<file path="config.mk">
export PLATFORM = sky130hd
export DESIGN_NAME = shift_register_sequencer
export DESIGN_NICKNAME = d
export VERILOG_FILES = /design/src/rtl/shift_register_sequencer.sv
export SDC_FILE = /design/constraint.sdc
export NUM_CORES = 1
export LEC_CHECK = 0
export ABC_AREA = 0
export BUFFER_PORTS_ARGS = -buffer_cell sky130_fd_sc_hd__buf_2
export CORE_MARGIN = 3
export CORE_UTILIZATION = 50
export CTS_CLUSTER_SIZE = 8
export DETAILED_ROUTE_END_ITERATION = 8
export PLACE_DENSITY = 0.78
export SETUP_SLACK_MARGIN = 0.2
export SLEW_MARGIN = 10
export SYNTH_ARGS = -nofsm -noshare
export SYNTH_HDL_FRONTEND = slang
export SYNTH_SLANG_ARGS = --single-unit
</file>
<file path="constraint.sdc">
create_clock -name clockPulse -period 2.2 [get_ports clockPulse]
set_clock_uncertainty 0.2 [all_clocks]
set_input_delay 0.22 -clock clockPulse [delete_from_list [all_inputs] [get_ports clockPulse]]
set_output_delay 0.22 -clock clockPulse [all_outputs]
set_load 0.03 [all_outputs]
</file>
<file path="src/rtl/shift_register_sequencer.sv">
// Command sequencer for a universal shift register: loads a word, shifts it out WIDTH times
// and rebuilds the serial stream into capturedWord, pulsing done on completion.
module shift_register_sequencer #(
   parameter int unsigned WIDTH = 4,
   parameter int unsigned CNT_W = 3
) (
   input  logic             clockPulse,
   input  logic             Reset,
   input  logic             startRequest,
   input  logic             direction,
   input  logic             fillBit,
   input  logic [WIDTH-1:0] loadWord,
   input  logic             abort,
   input  logic             ShiftOutput,
   output logic             ready,
   output logic             ParallelLoad,
   output logic             ShiftLeft,
   output logic             ShiftRight,
   output logic             ShiftInput,
   output logic [WIDTH-1:0] Data,
   output logic [WIDTH-1:0] capturedWord,
   output logic             done
);

   typedef enum logic [1:0] {StIdle, StLoad, StShift, StDone} stateT;

   localparam logic [CNT_W-1:0] LastCount = CNT_W'(WIDTH - 1);

   stateT            stateQ, stateD;
   logic [WIDTH-1:0] wordQ, wordD;
   logic [WIDTH-1:0] captureQ, captureD;
   logic [WIDTH-1:0] capturedQ, capturedD;
   logic [WIDTH-1:0] captureNext;
   logic [CNT_W-1:0] countQ, countD;
   logic             dirQ, dirD;
   logic             fillQ, fillD;

   always_ff @(posedge clockPulse or posedge Reset) begin
      if (Reset) begin
         stateQ    <= StIdle;
         wordQ     <= '0;
         captureQ  <= '0;
         capturedQ <= '0;
         countQ    <= '0;
         dirQ      <= 1'b0;
         fillQ     <= 1'b0;
      end else begin
         stateQ    <= stateD;
         wordQ     <= wordD;
         captureQ  <= captureD;
         capturedQ <= capturedD;
         countQ    <= countD;
         dirQ      <= dirD;
         fillQ     <= fillD;
      end
   end

   // Left shifts emit the MSB first, so new bits enter at the LSB end; right shifts mirror that.
   always_comb begin
      if (dirQ) begin
         captureNext = {ShiftOutput, captureQ[WIDTH-1:1]};
      end else begin
         captureNext = {captureQ[WIDTH-2:0], ShiftOutput};
      end
   end

   always_comb begin
      stateD    = stateQ;
      wordD     = wordQ;
      captureD  = captureQ;
      capturedD = capturedQ;
      countD    = countQ;
      dirD      = dirQ;
      fillD     = fillQ;

      unique case (stateQ)
         StIdle: begin
            if (startRequest) begin
               wordD  = loadWord;
               dirD   = direction;
               fillD  = fillBit;
               stateD = StLoad;
            end
         end
         StLoad: begin
            captureD = '0;
            countD   = '0;
            stateD   = abort ? StIdle : StShift;
         end
         StShift: begin
            if (abort) begin
               captureD = '0;
               stateD   = StIdle;
            end else begin
               captureD = captureNext;
               countD   = countQ + 1'b1;
               if (countQ == LastCount) begin
                  capturedD = captureNext;
                  stateD    = StDone;
               end
            end
         end
         StDone: begin
            stateD = StIdle;
         end
         default: begin
            stateD = StIdle;
         end
      endcase
   end

   // Every output is decoded from registered state only.
   assign ready        = (stateQ == StIdle);
   assign ParallelLoad = (stateQ == StLoad);
   assign ShiftLeft    = (stateQ == StShift) && !dirQ;
   assign ShiftRight   = (stateQ == StShift) && dirQ;
   assign ShiftInput   = (stateQ == StShift) && fillQ;
   assign done         = (stateQ == StDone);
   assign Data         = wordQ;
   assign capturedWord = capturedQ;

endmodule

</file>
* Word-level counts from Yosys, hierarchy flattened
Index checks and enable logic that the tools add are counted. Widths: inputs -> output; s select.
Storage, ports and cells: bits of input ports 11, register bits 19, logic and storage cells 36, output and inout port bits 14
Cells by class: bitwise logic cells 1, multiplexer cells 10, reductions and logical operators 10, equal/unequal tests 7, add/subtract/negate cells 1
Operator list (number):
- $mux 2 | 4
- $mux 4 | 2
- $pmux 2 s4 | 1
- $pmux 4 s2 | 1
- $pmux 3 s2 | 1
- $reduce_and 2->1 | 3
- $eq 2x2->1 const B | 2
- $ne 2x2->1 const B | 2
- $add 3x1->3 const B | 1
- $eq 3x2->1 const B | 1
- $logic_and 1x1->1 | 3
- $mux 3 | 1
- $ne 3x3->1 const B | 1
- $reduce_and 3->1 | 1
- $eq 2x1->1 const B | 1
- $logic_not 2->1 | 1
- $reduce_bool 2->1 | 1
- $logic_not 1->1 | 1
- $not 1->1 | 1

* Logic depth before layout (Yosys ltp)
Gate-level depths: netlist of the first run.
depth after elaboration 4, depth in mapped cells 6, gate-level depth less buffers 5

* Worst setup path before layout of the first run
No wires, ideal clock.
kind flip-flop to flip-flop, from register stateQ[0], to register stateQ[1], library setup time 0.125 ns, data required time 1.875 ns, buffers on the path 0, stages on the path, launching flop included 6, arrival time 1.416 ns, setup slack 0.459 ns, period minus slack after synthesis 1.741 ns, cell sequence dfrtp_1 -> inv_1 -> ha_1 -> nor2b_1 -> a21oi_2 -> mux2_4
On the way: cells in the longest elaborated chain, start to end 3, elaborated cells on any way between the ends 8, those cells by class 5 x eq/ne; 1 x mux; 2 x reduce/logical
RTL lines:
- start: declaration | line 29 | stateT stateQ, stateD;
- start signal: assignment | line 40 | stateQ <= StIdle;
- start signal: assignment | line 48 | stateQ <= stateD;
- $logic_not 2->1 (*)
- via ready | line 15 | output logic ready,
- $ne 2x2->1 (no line)
- $reduce_and 2->1 (no line)
The timed path passes the listed nets; every way through them passes the cells marked *. A chain may end at the register's enable or synchronous reset.

* Final worst setup path of the first run
from register stateQ[0], to output port ShiftLeft
On the way: cells in the longest elaborated chain, start to end 2
RTL lines:
- $eq 2x2->1 | line 115 | assign ShiftLeft = (stateQ == StShift) && !dirQ;
- $logic_and 1x1->1 | line 115
- end: declaration | line 17 | output logic ShiftLeft,
Every way passes these cells.

==> results of run 1 <==
## state kept, by name (all words and copies together), names as in the netlist
signal        cells
fillQ             1
captureQ          4
dirQ              1
stateQ            2
capturedWord      4
Data              4
countQ            3
## timing repair
item / 4_1_cts / 5_1_grt
setup endpoints to repair: 1 / 1
hold endpoints to repair: 25 / 0
gates resized for setup: 1 / 1
hold buffers: 7 / 0
pin swaps: 0 / 0
## metrics by stage
stage                     total power, mW  instances  utilization [%]  instance area, um^2  hold WS, ns
final                                1.21        138             67.9                 1180       0.0468
after global routing                 1.30        138             67.9                 1180       0.0709
after CTS                            1.21        138             67.3                 1170       0.0464
after detailed placement             1.03        127             61.6                 1070        0.156
after global placement               1.02        127             61.6                 1070        0.163
after floorplan                     0.912         81                -                  941      -0.0289
## area by class of cell
type	count	area (um^2)
clock inverters	1	5.00
multi-input cells	50	427
flip-flops and latches	19	475
inverters	9	33.8
fillers	125	561
well taps	25	31.3
clock buffers	3	22.5
repair buffers	31	190
## Yosys cell counts, drive strengths merged
cell	n
o32a	1
nor2b	3
o21ai	5
inv	9
mux2i	5
nor3	1
nor2	1
a21oi	1
nand2b	1
xnor2	1
ha	7
dfrtp	19
nand3b	1
mux2	8
and2	2
a22o	2
nand2	7
buf	3
o22ai	4
## worst min-delay path, cell delays in order
cell and delay, ns:
buf_2 0.09, mux2i_1 0.08, o21ai_1 0.11
## report_power, final
part           switching, mW  internal, mW
Clock                  0.104        0.0676
Sequential            0.0714         0.433
Combinational          0.325         0.214
Total                  0.500         0.714
## layout by cell type, fill, tap and decap left out
master / count
mux2i_1: 5
mux2_4: 1
clkbuf_4: 3
inv_1: 9
clkinv_2: 1
buf_2: 24
ha_1: 6
nor2_1: 1
o21ai_1: 4
nor2b_4: 1
a22o_1: 2
o32a_1: 1
o21ai_0: 1
nand3b_1: 1
dfrtp_1: 19
mux2_1: 7
and2_1: 2
o22ai_1: 4
xnor2_1: 1
dlygate4sd3_1: 7
nand2_1: 7
ha_4: 1
a21oi_2: 1
nand2b_1: 1
nor2b_1: 2
nor3_1: 1
## worst max-delay path by stage
stage / slack [ns] / from / endpoint / depth (start not counted)
6_report: 0.31 / stateQ[0]$_DFFE_PP0P_ / ShiftLeft / 4
5_1_grt: 0.23 / stateQ[0]$_DFFE_PP0P_ / ShiftLeft / 4
4_1_cts: 0.27 / stateQ[0]$_DFFE_PP0P_ / ShiftLeft / 4
3_5_place_dp: 0.39 / stateQ[0]$_DFFE_PP0P_ / stateQ[1]$_DFFE_PP0P_ / 5
3_3_place_gp: 0.49 / stateQ[0]$_DFFE_PP0P_ / stateQ[1]$_DFFE_PP0P_ / 5
2_1_floorplan: 0.46 / stateQ[0]$_DFFE_PP0P_ / stateQ[1]$_DFFE_PP0P_ / 5
## cell families (layout without fill, tap and decap cells)
logic type / after synthesis / count (layout)
AND/OR/NAND/NOR: 16 / 16
AO/OA/AOI/OAI: 13 / 13
buffers and inverters: 12 / 44
XOR/XNOR: 1 / 1
adder cells (fa/ha/maj): 7 / 7
flip-flops: 19 / 19
multiplexers: 13 / 13
## metal layers
layer | up-vias | global-route usage (%) | part of all wire, %
li1 | 340 | - | -
met1 | 312 | 20.2 | 47
met2 | 22 | 27.9 | 46
met3 | 4 | 2.14 | 5.0
met4 | 0 | 8.29 | 1.7
met5 | - | 0 | 0
==> flow_summary.yaml, run 1 <==
hold_path:
  hold_path.startpoint: "ShiftOutput"
  hold_path_depth: 3
  hp-class: "input pin to register"
  holdPathEnd: "capturedWord[3]$_DFFE_PP0P_"
place:
  routabilityCongestion: 0.743
  place_ws_ns: 0.395
  hpwlAfterDp_mm: 1.30
  io_buffers: 24
clock_network:
  cts-buffers-inserted: 3
  cts_tree: "built"
  clkTransAtPathRegs_ns: 0.11
  cts_max_level: 1
  cts.sinks: 19
  post_cts_buffers: 0
  root_buffer: "clkbuf_4"
  cts_buffer_depth: 2
  worst_skew_pair.late_latency_ns: 0.29
drt:
  drc: 0
  drt-initial-drc-count: 3
  via_count: 678
  dr.pass1.iters: 2
  wl_per_cell_um: 12.6
  wl_mm: 1.73
  vias_per_cell: 4.91
  drtAntennaViolNets: 0
worst_setup_path:
  r2r_cells: 5
  worstSetupPathType: "register to output pin"
  crit_family: "flip-flops"
  r2r_setup_slack_ns: 0.48
  crit_path_start_kind: "register"
  crit_buf_inv: 2
  crit_path_end_kind: "output pin"
  crit_arrival_ns: 1.47
  cp_max_fo: 10
  crit_slowest_cell: "dfrtp_1"
  crit_path_cell_trace: "inv_1 > ha_4 > nor2b_1 > buf_2"
  rr_startpoint: "stateQ[1]$_DFFE_PP0P_"
  slowest_delay_ns: 0.42
  required_ns: 1.78
  reg2reg_to: "stateQ[1]$_DFFE_PP0P_"
floorplanning:
  fp.dieH_um: 49.4
  die_w_um: 49.4
  initial_core_util_pct: 53.9
  rows: 15
  ios: 25
  die_area_um2: 2440
  core_area_um2: 1750
synthesis:
  yosysSeqAreaShare_pct: 50.5
  synth_largest_area_cell: "dfrtp_1"
  synth-simple-area-share_pct: 9.31
  synth_compound_area_share_pct: 9.18
  synth_fa_ha_area_share_pct: 9.31
  netlist.area_leader.share_pct: 50.5
  yosysWarnings: 0
  synthMuxAreaShare_pct: 15.3
  synth_xor_area_share_pct: 0.931
  synthTopCellsByArea: "dfrtp_1 (51%), ha_1 (9.3%), mux2_1 (8.4%)"
  ys_seq_elements: 19
  avgSynthCellArea_um2: 11.6
  synthCells: 81
  synth_nets: 99
  ys_types: 23
  syn_area_um2: 941
  synth_top_family_by_area: "multiplexers"
timing:
  fin_ws_ns: 0.308
  fmax_mhz: 529
  hold_violations: 0
  tightestPinTransition_ns: 0.695
  maxSlewHeadroom_pct: 53.6
  finalCritPeriodShare_pct: 86.0
  setup_viol: 0
  final_max_slew_viol_count: 0
  period_minus_slack_ns: 1.89
  rsz0062_at_grt: "false"
  setup_tns_ns: 0
outcome:
  outcome: "completed"
power_and_ir_drop:
  powerDensity_nw_per_um2: 1020
  peakVddDrop_uv: 633
  power_leakage_nw: 0.584
cells_and_area:
  nNetsFinal: 132
  antennaDiodeCount: 0
  synthToLayoutAreaGrowth_pct: 25.9
  drive_gt1_share_pct: 28.3
global_routing:
  grt_max_degree: 20
  grt_overflow: 0
  grt_pass1_wl_mm: 3.08
  grt_usage_pct: 16.4
  antenna_found_initial: 0
  grt_pass1_vias: 704
run:
  cap_viol_max_count: 0
(Power assumes the default switching activity.)
==> run 2: changes to the inputs <==
--- a/config.mk
+++ b/config.mk
@@ -11,6 +11,7 @@
 export CORE_UTILIZATION = 50
 export CTS_CLUSTER_SIZE = 8
 export DETAILED_ROUTE_END_ITERATION = 8
+export HOLD_SLACK_MARGIN = 0.1
 export PLACE_DENSITY = 0.78
 export SETUP_SLACK_MARGIN = 0.2
 export SLEW_MARGIN = 10
==> flow_summary.yaml, run 2 (synthesized netlist as in run 1, its figures left out) <==
clock_network:
  post_cts_buffers: 0
  cts_max_level: 1
  worst_skew_pair.late_latency_ns: 0.29
  cts_tree: "built"
  cts_buffer_depth: 2
  clkTransAtPathRegs_ns: 0.10
  cts-buffers-inserted: 3
  root_buffer: "clkbuf_4"
  cts.sinks: 19
power_and_ir_drop:
  seqPwrFrac_pct: 41.4
  switching_share_pct: 41.2
  powerDensity_nw_per_um2: 1020
  peakVddDrop_uv: 637
  power_mw: 1.22
  intPower_uw: 715
  power_leakage_nw: 0.588
  pwr-share-clk_pct: 14.1
  power_frac_comb_pct: 44.5
  p_sw_uw: 501
timing:
  final_max_slew_viol_count: 0
  hold_violations: 0
  fmax_mhz: 529
  setup_tns_ns: 0
  tightestPinTransition_ns: 0.695
  maxSlewHeadroom_pct: 53.6
  rsz0062_at_grt: "false"
  finalCritPeriodShare_pct: 86.0
  period_minus_slack_ns: 1.89
  setup_viol: 0
hold_path:
  hold_path_depth: 4
  hold_path.startpoint: "abort"
  hp-class: "input pin to register"
worst_setup_path:
  crit_path_end_kind: "output pin"
  startpoint: "stateQ[0]$_DFFE_PP0P_"
  rr_startpoint: "stateQ[1]$_DFFE_PP0P_"
  cp_max_fo: 10
  crit_path_start_kind: "register"
  r2r_setup_slack_ns: 0.48
  worstSetupPathType: "register to output pin"
  required_ns: 1.78
  crit_arrival_ns: 1.47
  r2r_cells: 5
cells_and_area:
  final_common_cell: "buf_2"
  antennaDiodeCount: 0
  fin_area_um2: 1190
  nFillCells: 124
  synthToLayoutAreaGrowth_pct: 27.0
  nNetsFinal: 133
  drive_gt1_share_pct: 28.1
  mostFrequentLayoutCells: "buf_2 (24), dfrtp_1 (19), inv_1 (9)"
drt:
  vias_per_cell: 4.94
  wl_mm: 1.79
  drtAntennaViolNets: 0
  dr.pass1.iters: 2
  wl_per_cell_um: 12.9
  drc: 0
  via_count: 687
  drt-initial-drc-count: 3
place:
  routabilityCongestion: 0.743
  hpwlAfterDp_mm: 1.30
  place_area_um2: 1070
  io_buffers: 24
global_routing:
  grt_pass1_vias: 714
  grt_overflow: 0
  antenna_found_initial: 0
  grt_max_degree: 20
  grt_usage_pct: 17.0
  grt_pass1_wl_mm: 3.17
outcome:
  outcome: "completed"
floorplanning:
  initial_core_util_pct: 53.9
  die_w_um: 49.4
  core_area_um2: 1750
  ios: 25
  die_area_um2: 2440
  fp.dieH_um: 49.4
  rows: 15
run:
  cap_viol_max_count: 0
[run 2: power groups by stage]
stage / Combinational (mW) / Sequential, mW / Clock [mW]
finish: 0.541 / 0.504 / 0.171
global route: 0.590 / 0.520 / 0.190
CTS: 0.536 / 0.504 / 0.175
detailed placement: 0.522 / 0.512 / 0
global placement: 0.514 / 0.503 / 0
floorplan: 0.352 / 0.560 / 0
[run 2: metrics by stage]
stage          cells  utilization (%)  setup slack (ns)  hold WS (ns)
2_1_floorplan     81                -             0.459       -0.0289
3_3_place_gp     127             61.6             0.494         0.163
3_5_place_dp     127             61.6             0.395         0.156
4_1_cts          139             67.9             0.267         0.164
5_1_grt          139             68.5             0.231         0.207
6_report         139             68.5             0.308         0.158
[run 2: worst paths after layout]
kind                                          endpoint
hold reg to reg            capturedWord[3]$_DFFE_PP0P_
hold / removal                   countQ[0]$_DFFE_PP0P_
setup / recovery                             ShiftLeft
min in group asynchronous      captureQ[3]$_DFFE_PP0P_
max in group asynchronous        stateQ[0]$_DFFE_PP0P_
setup reg to reg                 stateQ[1]$_DFFE_PP0P_
[run 2: final cells by class]
type	instances	area, um^2	area share (%)
sequential	19	475	39.8
multi-input combinational	50	427	35.7
timing repair buffer	32	200	16.8
inverter	9	33.8	2.83
tap	25	31.3	2.62
clock buffer	3	22.5	1.88
clock inverter	1	5.00	0.419
[run 2: critical path: stages (launching register included)]
cell	delay, ns
dfrtp_1	0.42
inv_1	0.16
ha_4	0.21
nor2b_1	0.17
buf_2	0.22
[run 2: timing repair]
| item | 4_1_cts | 5_1_grt |
|---|---|---|
| hold buffers | 8 | 0 |
| resized for setup | 1 | 1 |
| gates cloned | 0 | 0 |
| setup endpoints to repair | 1 | 1 |
| endpoints found under the hold margin | 29 | 0 |
[run 2: metal layers]
layer  global-route usage (%)  vias to the layer above  share of wire, %
met5                        0                        -                 0
met4                     8.29                        0               1.7
met3                     2.14                        4               4.8
met2                     29.7                       22                47
met1                     20.4                      318                46
li1                         -                      343                 -
==> run 3: changes to the inputs <==
--- a/config.mk
+++ b/config.mk
@@ -12,7 +12,7 @@
 export CTS_CLUSTER_SIZE = 8
 export DETAILED_ROUTE_END_ITERATION = 8
 export HOLD_SLACK_MARGIN = 0.1
-export PLACE_DENSITY = 0.78
+export PLACE_DENSITY = 0.85
 export SETUP_SLACK_MARGIN = 0.2
 export SLEW_MARGIN = 10
 export SYNTH_ARGS = -nofsm -noshare
==> flow_summary.yaml, run 3 (synthesized netlist as in run 1, its figures left out) <==
clock_network:
  worst_skew_pair.late_latency_ns: 0.28
  clkTransAtPathRegs_ns: 0.10
  cts_buffer_depth: 2
  cts_max_level: 1
  cts_tree: "built"
  cts.sinks: 19
  cts-buffers-inserted: 3
  root_buffer: "clkbuf_4"
timing:
  period_minus_slack_ns: 1.89
  setup_tns_ns: 0
  finalCritPeriodShare_pct: 85.9
  hold_violations: 0
  tightestPinTransition_ns: 0.721
  fmax_mhz: 529
  final_max_slew_viol_count: 0
  rsz0062_at_grt: "false"
  maxSlewHeadroom_pct: 51.9
  setup_viol: 0
worst_setup_path:
  path_depth: 4
  crit_slowest_cell: "dfrtp_1"
  crit_path_end_kind: "output pin"
  endpoint: "ShiftLeft"
  r2r_cells: 5
  crit_buf_inv: 2
  r2r_setup_slack_ns: 0.48
  crit_arrival_ns: 1.47
  required_ns: 1.78
  reg2reg_to: "stateQ[1]$_DFFE_PP0P_"
  worstSetupPathType: "register to output pin"
  startpoint: "stateQ[0]$_DFFE_PP0P_"
  rr_startpoint: "stateQ[0]$_DFFE_PP0P_"
  slowest_delay_ns: 0.44
  crit_family: "flip-flops"
  crit_path_start_kind: "register"
  cp_max_fo: 10
  crit_path_cell_trace: "inv_1 > ha_2 > nor2b_1 > buf_2"
global_routing:
  grt_max_degree: 20
  grtUsageMet2_pct: 31.0
  antenna_found_initial: 0
  grt_util_met1_pct: 20.8
  met3_usage_pct: 1.83
  grt.busiest_layer: "met2"
  grt_pass1_vias: 714
  grt_pass1_wl_mm: 3.24
  grt_usage_pct: 16.7
  grt_overflow: 0
drt:
  wl_mm: 1.85
  wl_per_cell_um: 13.3
  vias_per_cell: 4.96
  via_count: 689
  dr.pass1.iters: 4
  drt-initial-drc-count: 6
  drc: 0
  drtAntennaViolNets: 0
hold_path:
  hp-class: "input pin to register"
cells_and_area:
  synthToLayoutAreaGrowth_pct: 25.8
  stdcell_count: 139
  final_common_cell: "buf_2"
  seq_area_um2: 475
  multiInputGateArea_um2: 417
  nNetsFinal: 133
  mostFrequentLayoutCells: "buf_2 (24), dfrtp_1 (19), inv_1 (9)"
  antennaDiodeCount: 0
  drive_gt1_share_pct: 27.2
  nFillCells: 121
power_and_ir_drop:
  powerDensity_nw_per_um2: 1030
  power_leakage_nw: 0.584
  peakVddDrop_uv: 534
floorplanning:
  ios: 25
  core_area_um2: 1750
  die_w_um: 49.4
  initial_core_util_pct: 53.9
  die_area_um2: 2440
  fp.dieH_um: 49.4
  rows: 15
place:
  hpwlAfterDp_mm: 1.29
  dp_cells: 127
  routabilityCongestion: 0.714
  io_buffers: 24
run:
  cap_viol_max_count: 0
outcome:
  outcome: "completed"
run 3: cell types whose count changed in the layout (fill, tap and decap cells not counted), sizes merged:
cell / before / now
clkbuf: 3 / 4
clkinv: 1 / 0
run 3: metrics by stage:
stage                     total power [mW]  instance area, um^2  hold slack [ns]  setup slack (ns)  utilization [%]
after global placement                1.01                 1070            0.151             0.497             61.6
final                                 1.22                 1180            0.203             0.310             67.8
after CTS                             1.22                 1180            0.203             0.235             67.7
after global routing                  1.30                 1180            0.229             0.204             67.8
after floorplan                      0.912                  941          -0.0289             0.459                -
after detailed placement              1.04                 1070            0.165             0.403             61.6
run 3: how the worst min path moves through the flow:
stage,start,endpoint,slack (ns),cells after the start
floorplan,Reset,Data[0]$_DFFE_PP0P_,-0.03,1
global placement,Reset,capturedWord[0]$_DFFE_PP0P_,0.15,2
detailed placement,Reset,capturedWord[2]$_DFFE_PP0P_,0.16,2
CTS,abort,countQ[0]$_DFFE_PP0P_,0.20,4
global route,startRequest,stateQ[1]$_DFFE_PP0P_,0.23,4
finish,abort,countQ[0]$_DFFE_PP0P_,0.20,4
run 3: worst min-delay path: cells and delay by family:
family	cells	cell delay [ns]
simple gates	1	0.07
buf+inv	1	0.18
xor+xnor	1	0.11
compound gates	1	0.07
run 3: report_power, final:
part	internal (mW)	switching, mW	total, mW
Sequential	0.433	0.0745	0.507
Clock	0.0702	0.0991	0.169
Combinational	0.212	0.330	0.543
run 3: cell type report:
| type | count | share of cell area (%) |
|---|---|---|
| timing repair buffer | 32 | 16.9 |
| inverter | 9 | 2.85 |
| clock buffer | 4 | 2.22 |
| tap | 25 | 2.64 |
| multi-input combinational | 50 | 35.2 |
| sequential | 19 | 40.2 |
run 3: metal layers:
metal | part of all wire [%] | wire length, um
met1 | 44 | 817
met2 | 50 | 925
met4 | 0 | 0
met3 | 5.9 | 110
met5 | 0 | 0
run 3: repair_timing:
action	CTS	global route
endpoints found under the setup margin	0	3
resized for setup	0	1
buffers inserted	0	0
hold buffers	8	0
endpoints found under the hold margin	29	0
